==> config.mk <==
export PLATFORM = sky130hd
export DESIGN_NAME = uart_tx_fifo
export DESIGN_NICKNAME = d
export VERILOG_FILES = /design/src/rtl/uart_tx_fifo.sv
export SDC_FILE = /design/constraint.sdc
export NUM_CORES = 1
export LEC_CHECK = 0
export CORE_MARGIN = 3
export CORE_UTILIZATION = 55
export CTS_CLUSTER_DIAMETER = 100
export DETAILED_ROUTE_END_ITERATION = 7
export HOLD_SLACK_MARGIN = 0.06
export PLACE_DENSITY_LB_ADDON = 0.12
export SYNTH_ARGS = -nofsm -noshare
export SYNTH_HDL_FRONTEND = slang
export SYNTH_SLANG_ARGS = --single-unit
==> constraint.sdc <==
create_clock -name clk -period 3 [get_ports clk]
set_input_delay 0.9 -clock clk [delete_from_list [all_inputs] [get_ports clk]]
set_output_delay 0.9 -clock clk [all_outputs]
set_load 0.005 [all_outputs]
==> src/rtl/uart_tx_fifo.sv <==
// UART transmitter with a small write FIFO in front of the serializer.
// A word is popped into the shift register on the edge its start bit begins.
module uart_tx_fifo #(
  parameter int CLKS_PER_BIT = 4,
  parameter int DATA_W       = 8,
  parameter int PARITY       = 0,
  parameter int STOP_BITS    = 1,
  parameter int FIFO_DEPTH   = 4
) (
  input  logic                          clk,
  input  logic                          rst,
  input  logic [DATA_W-1:0]             data_in,
  input  logic                          start,
  output logic                          ready,
  output logic                          tx,
  output logic                          busy,
  output logic [$clog2(FIFO_DEPTH):0]   fifo_count,
  output logic                          overflow
);

  localparam int CW       = $clog2(FIFO_DEPTH) + 1;
  localparam int AW       = $clog2(FIFO_DEPTH);
  localparam int BW       = $clog2(DATA_W);
  localparam int STOP_LEN = STOP_BITS * CLKS_PER_BIT;
  localparam int TW       = $clog2(STOP_LEN);
  localparam logic [TW-1:0] BIT_RELOAD  = TW'(CLKS_PER_BIT - 1);
  localparam logic [TW-1:0] STOP_RELOAD = TW'(STOP_LEN - 1);

  typedef enum logic [2:0] {IDLE, START, DATA, PAR, STOP} state_t;

  state_t            state, state_nx;
  logic [TW-1:0]     baud, baud_nx;
  logic [BW-1:0]     bit_idx, bit_idx_nx;
  logic [DATA_W-1:0] shreg, shreg_nx;
  logic              par_bit, par_bit_nx;
  logic              tx_nx;
  logic              pop, push, nonempty, bit_end;

  logic [DATA_W-1:0] mem [FIFO_DEPTH];
  logic [AW-1:0]     wr_ptr, rd_ptr;

  assign ready    = (fifo_count != CW'(FIFO_DEPTH));
  assign push     = start && ready;
  assign nonempty = (fifo_count != '0);
  assign bit_end  = (baud == '0);

  always_ff @(posedge clk) begin
    if (push) mem[wr_ptr] <= data_in;
  end

  // State register plus FIFO bookkeeping; tx is registered from tx_nx.
  always_ff @(posedge clk or posedge rst) begin
    if (rst) begin
      state      <= IDLE;
      baud       <= '0;
      bit_idx    <= '0;
      shreg      <= '0;
      par_bit    <= 1'b0;
      tx         <= 1'b1;
      wr_ptr     <= '0;
      rd_ptr     <= '0;
      fifo_count <= '0;
      overflow   <= 1'b0;
    end else begin
      state   <= state_nx;
      baud    <= baud_nx;
      bit_idx <= bit_idx_nx;
      shreg   <= shreg_nx;
      par_bit <= par_bit_nx;
      tx      <= tx_nx;
      if (push) wr_ptr <= wr_ptr + 1'b1;
      if (pop)  rd_ptr <= rd_ptr + 1'b1;
      case ({push, pop})
        2'b10:   fifo_count <= fifo_count + 1'b1;
        2'b01:   fifo_count <= fifo_count - 1'b1;
        default: fifo_count <= fifo_count;
      endcase
      overflow <= overflow | (start & ~ready);
    end
  end

  always_comb begin
    state_nx   = state;
    baud_nx    = bit_end ? BIT_RELOAD : baud - 1'b1;
    bit_idx_nx = bit_idx;
    shreg_nx   = shreg;
    par_bit_nx = par_bit;
    pop        = 1'b0;
    case (state)
      IDLE: begin
        baud_nx = BIT_RELOAD;
        if (nonempty) begin
          pop      = 1'b1;
          state_nx = START;
        end
      end
      START: begin
        if (bit_end) state_nx = DATA;
      end
      DATA: begin
        if (bit_end) begin
          if (bit_idx == BW'(DATA_W - 1)) begin
            if (PARITY != 0) begin
              state_nx = PAR;
            end else begin
              state_nx = STOP;
              baud_nx  = STOP_RELOAD;
            end
          end else begin
            shreg_nx   = shreg >> 1;
            bit_idx_nx = bit_idx + 1'b1;
          end
        end
      end
      PAR: begin
        if (bit_end) begin
          state_nx = STOP;
          baud_nx  = STOP_RELOAD;
        end
      end
      STOP: begin
        if (bit_end) begin
          if (nonempty) begin
            pop      = 1'b1;
            state_nx = START;
          end else begin
            state_nx = IDLE;
          end
        end
      end
      default: state_nx = IDLE;
    endcase
    // Loading happens only on a pop, so writes never disturb the frame in flight.
    if (pop) begin
      shreg_nx   = mem[rd_ptr];
      par_bit_nx = (^mem[rd_ptr]) ^ (PARITY == 1);
      bit_idx_nx = '0;
    end
  end

  always_comb begin
    busy = (state != IDLE);
    case (state_nx)
      START:   tx_nx = 1'b0;
      DATA:    tx_nx = shreg_nx[0];
      PAR:     tx_nx = par_bit_nx;
      default: tx_nx = 1'b1;
    endcase
  end

endmodule
* Word level (Yosys, flattened, before mapping)
Memory sizes are Yosys's and may differ from the RTL's.
Index checks and enable logic that the tools add are counted.
** Operators by class
- Add/sub/neg operators :: 6
- Eq/ne operators :: 12
- Muxes and demuxes :: 29
- Bitwise logic cells :: 3
- Reduce and logical (&&, ||, !) cells :: 10
** Operator list (count)
- two-way mux 8 bit :: 4
- two-way mux 3 bit :: 10
- case mux 3 bit (5 select lines) :: 1
- == test 3 x 2 -> 1 bit (second input constant) :: 4
- two-way mux 2 bit :: 4
- XOR reduction 8 bit :: 1
- adder 3 x 1 -> 3 bit (second input constant) :: 2
- == test 3 x 1 -> 1 bit (second input constant) :: 2
- == test 3 bit (second input constant) :: 2
- two-way mux 1 bit :: 6
- case mux 2 bit (3 select lines) :: 1
- case mux 3 bit (2 select lines) :: 1
- nonzero test 2 bit :: 3
- nonzero test 3 bit :: 2
- adder 2 x 1 -> 2 bit (second input constant) :: 2
- zero test 3 bit :: 1
- inequality test 3 bit (second input constant) :: 1
- case mux 1 bit (3 select lines) :: 1
- AND reduction 3 bit :: 1
- subtractor 3 x 1 -> 3 bit (second input constant) :: 1
- == test 2 x 1 -> 1 bit (second input constant) :: 1
- == test 2 bit (second input constant) :: 1
- zero test 2 bit :: 1
- inequality test 2 bit (second input constant) :: 1
- 6 further kinds :: 6
** Storage, ports and cells
- Bits in registers :: 26
- Memory bits (writable) :: 32
- Bits of input ports :: 11
- Output and inout bits :: 7
- Memories :: 1
** Memory list
- mem :: words 4, bits a word 8, rd ports 1, clocked after Yosys merged registers in 0, write ports 1, RTL line 39 : logic [DATA_W-1:0] mem [FIFO_DEPTH];

* Logic depth before layout (Yosys ltp)
- Word-level depth :: 6
- Mapped depth :: 12
- Mapped depth without buffers :: 10

* Worst setup path before layout
No wires, ideal clock.
- Kind :: register to register
- Start :: register baud[0]
- End :: register fifo_count[2]
- Setup time :: 0.079 ns
- Arrival time :: 2.192 ns
- Slack :: 0.729 ns
- Cell stages (with the launch flop) :: 13
- Clock period less this slack :: 2.271 ns
- Path through :: dfrtp_1 > inv_1 > ha_1 > or2b_2 > and3_1 > clkbuf_1 > clkbuf_8 > ha_1 > inv_1 > fa_1 > xor2_1 > nor2_1 > xor2_1
** Between the ends
- Word-level cells in the longest chain between the ends :: 5
** Ends and longest elaborated chain
- start, declared :: RTL line 32 : logic [TW-1:0] baud, baud_nx;
- start signal, assigned :: RTL line 66 : baud <= baud_nx;
- zero test 2 bit (*) :: RTL line 45 : assign bit_end = (baud == '0);
- two-way mux 1 bit (*) :: RTL line 122 : if (bit_end) begin
- case mux 1 bit (2 select lines) (*) :: RTL line 89 : case (state)
- == test 2 x 1 -> 1 bit or == test 2 bit (tied branches) :: RTL line 73 : case ({push, pop})
- case mux 3 bit (2 select lines) or nonzero test 2 bit (tied branches)
- end signal, assigned :: RTL line 74 : 2'b10: fifo_count <= fifo_count + 1'b1;
- end signal, assigned :: RTL line 75 : 2'b01: fifo_count <= fifo_count - 1'b1;
- end signal, assigned :: RTL line 76 : default: fifo_count <= fifo_count;
- end, declared :: RTL line 17 : output logic [$clog2(FIFO_DEPTH):0] fifo_count,
Every way passes the cells marked *; elsewhere a longest branch is shown, timed or not.
A chain may end at the register's enable or synchronous reset.

* Worst setup path in the final report
- Start :: register state[2]
- End :: output busy
** Between the ends
- Word-level cells in the longest chain between the ends :: 1
** Ends and longest elaborated chain
- start, declared :: RTL line 31 : state_t state, state_nx;
- start signal, assigned :: RTL line 65 : state <= state_nx;
- nonzero test 3 bit :: RTL line 142 : busy = (state != IDLE);
- end, declared :: RTL line 16 : output logic busy,
Every way passes these cells.

==> results.json <==
{
  "clk_latency_ns": 0.33,
  "grt_pass1_wl_mm": 7.38,
  "cts_buffers": 9,
  "setup_tns_ns": 0,
  "drt_pass1_iterations": 4,
  "async_flop_share": 0.448,
  "worstPathMaxFanout": 7,
  "cts_hold_buf": 0,
  "final_nets": 207,
  "ys_seq_area_frac": 0.642,
  "syn-mean-instance-area_um2": 15.3,
  "ir_drop_mv": 0.583,
  "post-route-period-util": 0.856,
  "die_height_um": 73.6,
  "diodes": 0,
  "cp.arrival_ns": 1.67,
  "die_w_um": 73.6,
  "hpwl_mm": 2.92,
  "wire_per_inst_um": 17.3,
  "grt_usage": 0.191,
  "p_leak_nw": 1.20,
  "clk_path_buf_depth": 2,
  "start_util": 0.598,
  "dieArea_um2": 5410,
  "critPathKind": "flop to primary output",
  "path_cells": "or3_1 -> clkdlybuf4s50_1",
  "reg2reg_depth": 10,
  "place_congestion": 0.774,
  "nFillCells": 294,
  "cts_tree": "done",
  "maxCapViolations": 0,
  "worstPathRequired_ns": 2.10,
  "htree_num_levels": 3,
  "ant_nets": 0,
  "end_kind": "primary output",
  "grt_overflow_total": 0,
  "hold_path_class": "flop to flop",
  "route.detailed.drc": 0,
  "r2r_start": "baud[0]$_DFF_PP0_",
  "slew_violations": 0,
  "path_buf_inv": 1,
  "multi_input_area_um2": 812,
  "core_area_um2": 4200,
  "worst_pin_slew_ns": 0.905,
  "startpoint_type": "flop",
  "max_stage_delay_ns": 0.46,
  "setup_viol": 0,
  "totalWireLength_mm": 4.19,
  "status": "finished clean",
  "vias_per_cell": 5.64,
  "antenna_found_initial": 0,
  "regArea_um2": 1610,
  "cts_setup_buffers": 0,
  "regToRegSetupSlack_ns": 0.44,
  "vias": 1365,
  "syn_inst": 164,
  "clockRootBuffer": "clkbuf_8",
  "grt_max_degree": 15,
  "syn_area_um2": 2510,
  "synth_warnings": 0,
  "crit_path_start": "state[2]$_DFF_PP0_",
  "synth_edf_count": 32,
  "period_minus_slack_ns": 2.57,
  "syn_nets": 184,
  "cp-endpoint": "busy",
  "drive_gt1_frac": 0.141,
  "clkTransAtPathRegs_ns": 0.07,
  "crit_slowest_cell": "clkdlybuf4s50_1",
  "synth-seq-cells": 58,
  "ys_types": 40,
  "clock.fmax_mhz": 389,
  "r2r_end": "fifo_count[2]$_DFFE_PP0P_",
  "crit_cells": 2,
  "synth_top_flop_cell": "edfxtp_1",
  "cts_resized": 0,
  "area_growth_pct": 16.4,
  "port_buffers": 17,
  "cp_top_family": "buffers and inverters",
  "finalClockSkew_ns": 0.00896,
  "grt_pass1_vias": 1476,
  "rsz0062_at_grt": "false",
  "powerDensity_nw_per_um2": 1110,
  "drt_iter0_drc": 103,
  "hold_slack_ns": 0.489,
  "clock-sinks": 58,
  "slew_headroom": 0.397,
  "hold_viol_final": 0,
  "io_pins": 18,
  "rows": 23
}
==> power by group <==
part	total [mW]	switching [mW]	internal (mW)
Sequential	1.31	0.194	1.12
Combinational	1.13	0.544	0.582
Clock	0.802	0.328	0.474
==> per-stage QoR <==
stage	cell area, µm²	setup slack [ns]	std cells	utilization	power [mW]
2_1_floorplan	2510	0.729	164	-	2.16
3_3_place_gp	2700	0.408	226	0.642	2.39
5_1_grt	2920	0.273	242	0.696	3.47
3_5_place_dp	2700	0.318	226	0.642	2.46
6_report	2920	0.432	242	0.696	3.24
4_1_cts	2920	0.405	242	0.696	3.28
==> synthesized netlist by cell type, types with 3 or more instances <==
cell      number  area share
ha_1           8       0.040
edfxtp_1      32        0.38
a22oi_1        6       0.018
mux4_1         7       0.073
xnor2_1       10       0.035
xor2_1         3       0.010
inv_1          9       0.013
a21oi_1        3      0.0060
dfrtp_1       25        0.25
nand2_1       18       0.027
and3_1         5       0.012
a22o_1         3       0.010
nor2_1         6      0.0090
==> cells by family after synthesis <==
| family | count (synthesis) | share of synthesized area |
|---|---|---|
| buffers and inverters | 15 | 0.0344 |
| adders and majority gates | 9 | 0.0478 |
| and+or+nand+nor | 38 | 0.0757 |
| DFF | 58 | 0.642 |
| AOI/OAI and AO/OA | 20 | 0.0593 |
| xor gates and xnor gates | 13 | 0.0453 |
| muxes | 11 | 0.0952 |
==> cell usage in the layout (no fill, tap or decap), types with 2 or more instances in the layout <==
cell type,count
clkbuf_8,9
a22oi_1,6
dfrtp_1,25
inv_1,9
mux2_2,2
nor2_1,6
nand2_1,18
xnor2_1,10
clkdlybuf4s50_1,17
ha_1,8
a21oi_1,3
inv_6,2
xor2_1,3
edfxtp_1,32
mux4_1,7
and3_1,5
a22o_1,3
bufinv_16,2
clkinvlp_4,2
==> registers in the layout (all words and copies together), names as in the netlist <==
| signal | count |
|---|---|
| state | 3 |
| overflow | 1 |
| tx | 1 |
| fifo_count | 3 |
| par_bit | 1 |
| baud | 2 |
| mem | 32 |
| shreg | 8 |
| rd_ptr | 2 |
| bit_idx | 3 |
| wr_ptr | 2 |
==> cell type report <==
cell class | count | share of cell area
Tap cell | 50 | 0.0214
Inverter | 9 | 0.0116
Timing Repair Buffer | 18 | 0.0608
Clock buffer | 9 | 0.0424
Clock inverter | 7 | 0.0347
Multi-Input combinational cell | 91 | 0.278
Sequential cell | 58 | 0.552
==> worst min path at each step <==
| stage | cells past startpoint | to | slack, ns | start |
|---|---|---|---|---|
| 6_report | 1 | baud[0]$_DFF_PP0_ | 0.49 | baud[0]$_DFF_PP0_ |
| 5_1_grt | 1 | baud[0]$_DFF_PP0_ | 0.52 | baud[0]$_DFF_PP0_ |
| 4_1_cts | 2 | shreg[3]$_DFFE_PP0P_ | 0.50 | shreg[3]$_DFFE_PP0P_ |
| 3_5_place_dp | 2 | shreg[3]$_DFFE_PP0P_ | 0.48 | shreg[3]$_DFFE_PP0P_ |
| 3_3_place_gp | 1 | overflow$_DFF_PP0_ | 0.45 | overflow$_DFF_PP0_ |
| 2_1_floorplan | 1 | baud[0]$_DFF_PP0_ | 0.43 | baud[0]$_DFF_PP0_ |
==> per-layer routing <==
layer,up-vias,routed length (µm),GRT usage,part of all wire
met2,25,2250,0.306,0.54
met1,678,1730,0.241,0.41
met5,-,0,0,0
met3,10,129,0.0492,0.031
li1,652,-,-,-
met4,0,83,0.0966,0.020
(Power assumes the default switching activity.)
==> patch 1, RTL diff (config.mk and constraints unchanged) <==
Take the reset off `shreg` and load it in a clocked block of its own.
--- a/src/rtl/uart_tx_fifo.sv
+++ b/src/rtl/uart_tx_fifo.sv
@@ -55,5 +55,4 @@
       baud       <= '0;
       bit_idx    <= '0;
-      shreg      <= '0;
       par_bit    <= 1'b0;
       tx         <= 1'b1;
@@ -66,5 +65,4 @@
       baud    <= baud_nx;
       bit_idx <= bit_idx_nx;
-      shreg   <= shreg_nx;
       par_bit <= par_bit_nx;
       tx      <= tx_nx;
@@ -78,4 +76,8 @@
       overflow <= overflow | (start & ~ready);
     end
+  end
+
+  always_ff @(posedge clk) begin
+    shreg <= shreg_nx;
   end
 
Check against the original RTL: no difference found for any inputs over 10 cycles, from zero or initial values and one cycle with rst high; that may be too few to reach the edited logic, so the function may still have changed.
==> patch 1 against the original RTL <==
Area after synthesis decreased by 1.3%. Via count increased by 1.5%. Sequential share of layout area increased by 1.7 points. Wire length increased by 0.12%. Sequential cell count unchanged. Setup slack got worse by 0.060 ns. Critical path depth unchanged. Final cell count decreased by 0.41%. Total power decreased by 0.67%. Design area decreased by 1.2%.
==> patch 1: results (changes against the original RTL) <==
* CP max-delay cell: dfrtp_1 (was clkdlybuf4s50_1)
* Top cells by instance count after synthesis: edfxtp_1, dfrtp_1, nand2_1 (unchanged)
* First-pass GRT wire length at 6.727 mm (was 7.376 mm)
* Max Root-Sink Buffers at 2 (unchanged)
* Clock Latency Late Sink at 0.32 ns
* Placed Cells at 226 (unchanged)
* Leakage at 0.001122 µW (was 0.001198 µW)
* Num CTS Buffers at 9 (unchanged)
* PortBufs at 17 (unchanged)
* Hold Path Depth at 1 (unchanged)
* Max-cap violations at 0 (unchanged)
* GPL Wtd Cong at 0.9501 (was 0.7741)
* Largest regs: mem (32), shreg (8) (unchanged)
* Worst Max-Slew Pin Slew at 0.7127 ns (was 0.9050 ns)
* Hold buffer count at cts at 0 (unchanged)
* GRT Total Usage at 0.1777 (was 0.1911)
* Hpwl dp at 2.947 mm (was 2.919 mm)
* Arrival @ worst endpoint at 1.73 ns (was 1.67 ns)
* Root Driver: clkbuf_8 (unchanged)
* Reg-to-reg startpoint: baud[0] (unchanged)
* Filler cells at 277 (was 294)
* Sequential-to-total area share from yosys stat at 0.6628 (was 0.6423)
* DRT Pass-1 Iters at 4 (unchanged)
* Clock Pin Slew Worst Setup and Hold Paths at approximately 0.060 ns
* Yosys Warn Count at 0 (unchanged)
* Final Skew at 0.01026 ns (was 0.008960 ns)
* Share of cells above drive strength 1 at 0.1309 (was 0.1406)
* Pre-CTS setup slack at 0.2661 ns (was 0.3184 ns)
* Initial antenna violation count at 0 (unchanged)
* # H-tree levels at 3 (unchanged)
* Diodes inserted at 0 (unchanged)
* Synth cell types at 34 (was 40)
* FF+latch area at 1643 µm² (was 1613 µm²)
* Outcome: finished, final reports clean (unchanged)
* Number of synthesized flops with an enable pin at 39 (was 32)
* Most area-consuming cells after synthesis: edfxtp_1, dfrtp_1, mux4_2 (was edfxtp_1, dfrtp_1, mux4_1)
* Drt initial violations at 156 (was 103)
* Peak supply drop at 0.6427 mV (was 0.5834 mV)
* Post-Layout Cell Count at 241 (was 242)
* Post_cts resized at 0 (unchanged)
* Fraction of registers with async set/reset at 0.3103 (was 0.4483)
* Critical path startpoint: state[1] (was state[2])
* Post-DP Area at 2690 µm² (was 2699 µm²)
* Syn_nets at 183 (was 184)
* CP max FO at 9 (was 7)
* Vias at 1,386 (was 1,365)
* Post-CTS Setup Inserts at 0 (unchanged)
* Largest net degree at the start of global routing at 19 (was 15)
* Worst r2r path cells at 10 (unchanged)
* Max incr delay on CP at 0.48 ns (was 0.46 ns)
* Routed WL at 4.197 mm (was 4.192 mm)
* Cells after synthesis at 163 (was 164)
* Hold_sp: baud[0] (unchanged)
* NumNets Final at 207 (unchanged)
* Min-delay worst type: flop to flop (unchanged)
patch 1: cell count changes after synthesis, moves of 5 or more:
cell | before | now
edfxtp_1 | 32 | 39
a22oi_1 | 6 | 1
mux4_2 | 1 | 8
dfrtp_1 | 25 | 17
mux4_1 | 7 | 0
nand2_1 | 18 | 12
patch 1: cells by family after synthesis:
| family | synth area share |
|---|---|
| flops | 0.6628 |
| simple gates | 0.07521 |
| compound gates | 0.05250 |
| buf+inv | 0.02978 |
| xor+xnor | 0.04594 |
| mux | 0.08531 |
| fa+ha+maj | 0.04846 |
patch 1: layout make-up:
cell class / count / share of cell area
Clock buffer: 11 / 0.04547
Clock inverter: 4 / 0.02339
Inverter: 10 / 0.01299
Multi-Input combinational cell: 89 / 0.2638
Sequential cell: 58 / 0.5686
Tap cell: 50 / 0.02165
Timing Repair Buffer: 19 / 0.06410
patch 1: power breakdown:
group	switching (µW)	total [µW]	internal [µW]
combinational	555	1140	589
clock	265	723	458
sequential	195	1350	1150
patch 1: worst max-delay path, delay by kind of cell, from the launching register on:
| family | cells | cell delay (ns) |
|---|---|---|
| DFF | 1 | 0.48 |
| buffers and inverters | 1 | 0.47 |
| and+or+nand+nor | 1 | 0.46 |
patch 1: per-layer routing:
layer / part of all wire / global-route usage
met4: 0.013 / 0.05328
met2: 0.50 / 0.2781
met5: 0 / 0
met3: 0.050 / 0.07989
met1: 0.43 / 0.2232
patch 1: worst paths after layout:
path                                 end  slack (ns)
max                                 busy        0.37
min                              baud[0]        0.48
max reg2reg                fifo_count[2]        0.54
min reg2reg                      baud[0]        0.48
max in group asynchronous       state[0]        1.55
min in group asynchronous        par_bit        1.00
==> patch 2, RTL diff (same flow settings) <==
Without the edit above. The parameter `PARITY` goes from 0 to 1.
--- a/src/rtl/uart_tx_fifo.sv
+++ b/src/rtl/uart_tx_fifo.sv
@@ -4,5 +4,5 @@
   parameter int CLKS_PER_BIT = 4,
   parameter int DATA_W       = 8,
-  parameter int PARITY       = 0,
+  parameter int PARITY       = 1,
   parameter int STOP_BITS    = 1,
   parameter int FIFO_DEPTH   = 4
Behaviour: no difference found for any inputs over 10 cycles, from zero or initial values and one cycle with rst high; that may be too few to reach the edited logic, so the function may still have changed.
==> patch 2 against the original RTL <==
Setup slack got worse by 0.015 ns. Core utilization increased by 1.7 points. Wire length decreased by 5.7%. Worst hold slack got worse by 0.030 ns. Total power increased by 3.8%. Fmax decreased by 0.58%. Area after synthesis decreased by 1.0%. Design area increased by 1.7%. Sequential cell count unchanged. Highest routed layer unchanged.
==> patch 2: results (changes against the original RTL) <==
* Synth Area in XOR/XNOR at 0.04932 (was 0.04534)
* Synth cell types at 35 (was 40)
* Hpwl dp at 2.746 mm (was 2.919 mm)
* Routed WL at 3.954 mm (was 4.192 mm)
* Via density at 5.528 (was 5.640)
* Filler cells at 282 (was 294)
* CP max FO at 8 (was 7)
* Initial antenna violation count at 0 (unchanged)
* Top delay family on crit path: flip-flops (was buffers and inverters)
* Max incr delay on CP at 0.48 ns (was 0.46 ns)
* Most area-consuming cells after synthesis: edfxtp_1, dfrtp_1, mux4_2 (was edfxtp_1, dfrtp_1, mux4_1)
* Max-cap violations at 0 (unchanged)
* Syn_nets at 186 (was 184)
* Pwr/cell area at 1130 nW/µm² (was 1107 nW/µm²)
* Outcome: finished, final reports clean (unchanged)
* PortBufs at 17 (unchanged)
* Critical path startpoint: state[0] (was state[2])
* Logic pwr share at 0.326 (was 0.348)
* # H-tree levels at 3 (unchanged)
* Sequential-to-total area share from yosys stat at 0.6487 (was 0.6423)
* Reg2Reg Setup Slack at 0.79 ns (was 0.44 ns)
* CP endpoint: busy (unchanged)
* Slew headroom at 0.6008 (was 0.3967)
* Top cells by instance count after synthesis: edfxtp_1, dfrtp_1, nand2_1 (unchanged)
* Worst r2r path cells at 10 (unchanged)
* NumNets Final at 211 (was 207)
* Share of cells above drive strength 1 at 0.1786 (was 0.1406)
* Root Driver: clkbuf_8 (unchanged)
* GRT Total Usage at 0.1720 (was 0.1911)
* Post-CTS Setup Inserts at 0 (unchanged)
* Synth Area in Compound Gates at 0.05184 (was 0.05929)
* Final Skew at 0.007207 ns (was 0.008960 ns)
* Post-synthesis mux area share at 0.09461 (was 0.09517)
* Max Root-Sink Buffers at 2 (unchanged)
* Num CTS Buffers at 9 (unchanged)
* Worst hold slack at 0.4590 ns (was 0.4895 ns)
* Post-DP Area at 2709 µm² (was 2699 µm²)
* Internal at 2353 µW (was 2171 µW)
* Seq pwr at about 1300 µW
* GPL Wtd Cong at 0.7540 (was 0.7741)
* Adder-Cell Fraction of Synth Area at 0.04831 (was 0.04783)
* Cells after synthesis at 166 (was 164)
* Clock Pin Slew Worst Setup and Hold Paths at 0.07 ns (about the same)
* Placed Cells at 230 (was 226)
* Vias in the first global route at 1,405 (was 1,476)
* First-pass GRT wire length at 6.693 mm (was 7.376 mm)
* Final worst slack at 0.4172 ns (was 0.4323 ns)
* Design area at 2974 µm² (was 2924 µm²)
* Pre-CTS setup slack at 0.3270 ns (was 0.3184 ns)
* Yosys Warn Count at 0 (unchanged)
* Fraction of registers with async set/reset at 0.4483 (unchanged)
* Largest net degree at the start of global routing at 27 (was 15)
* Drt initial violations at 111 (was 103)
* Leakage at 0.001206 µW (was 0.001198 µW)
* Clock Latency Late Sink at between 0.3 and 0.4 ns
* CP max-delay cell: dfrtp_1 (was clkdlybuf4s50_1)
* Reg-to-reg startpoint: baud[0] (unchanged)
* Largest regs: mem (32), shreg (8) (unchanged)
* Peak supply drop at 0.5105 mV (was 0.5834 mV)
* Post-Layout Cell Count at 246 (was 242)
patch 2: changes by cell type after synthesis, sizes merged, moves of 2 or more:
| cell | before | now |
|---|---|---|
| a21oi | 3 | 0 |
| nand2 | 18 | 21 |
| buf | 4 | 2 |
| clkbuf | 2 | 4 |
| mux2 | 2 | 4 |
| nor4 | 0 | 2 |
patch 2: cell type report:
| class | count | share of cell area |
|---|---|---|
| multi-input cells | 93 | 0.2714 |
| clock buffers | 9 | 0.04165 |
| well taps | 50 | 0.02103 |
| flip-flops and latches | 58 | 0.5423 |
| repair buffers | 20 | 0.06479 |
| inverters | 9 | 0.01136 |
| clock inverters | 7 | 0.04754 |
patch 2: routing by layer:
| layer | GRT usage | part of all wire | vias up |
|---|---|---|---|
| met5 | 0 | 0 | - |
| met4 | 0.06148 | 0.0061 | 0 |
| li1 | - | - | 652 |
| met2 | 0.2800 | 0.53 | 18 |
| met3 | 0.04683 | 0.029 | 5 |
| met1 | 0.2220 | 0.44 | 685 |
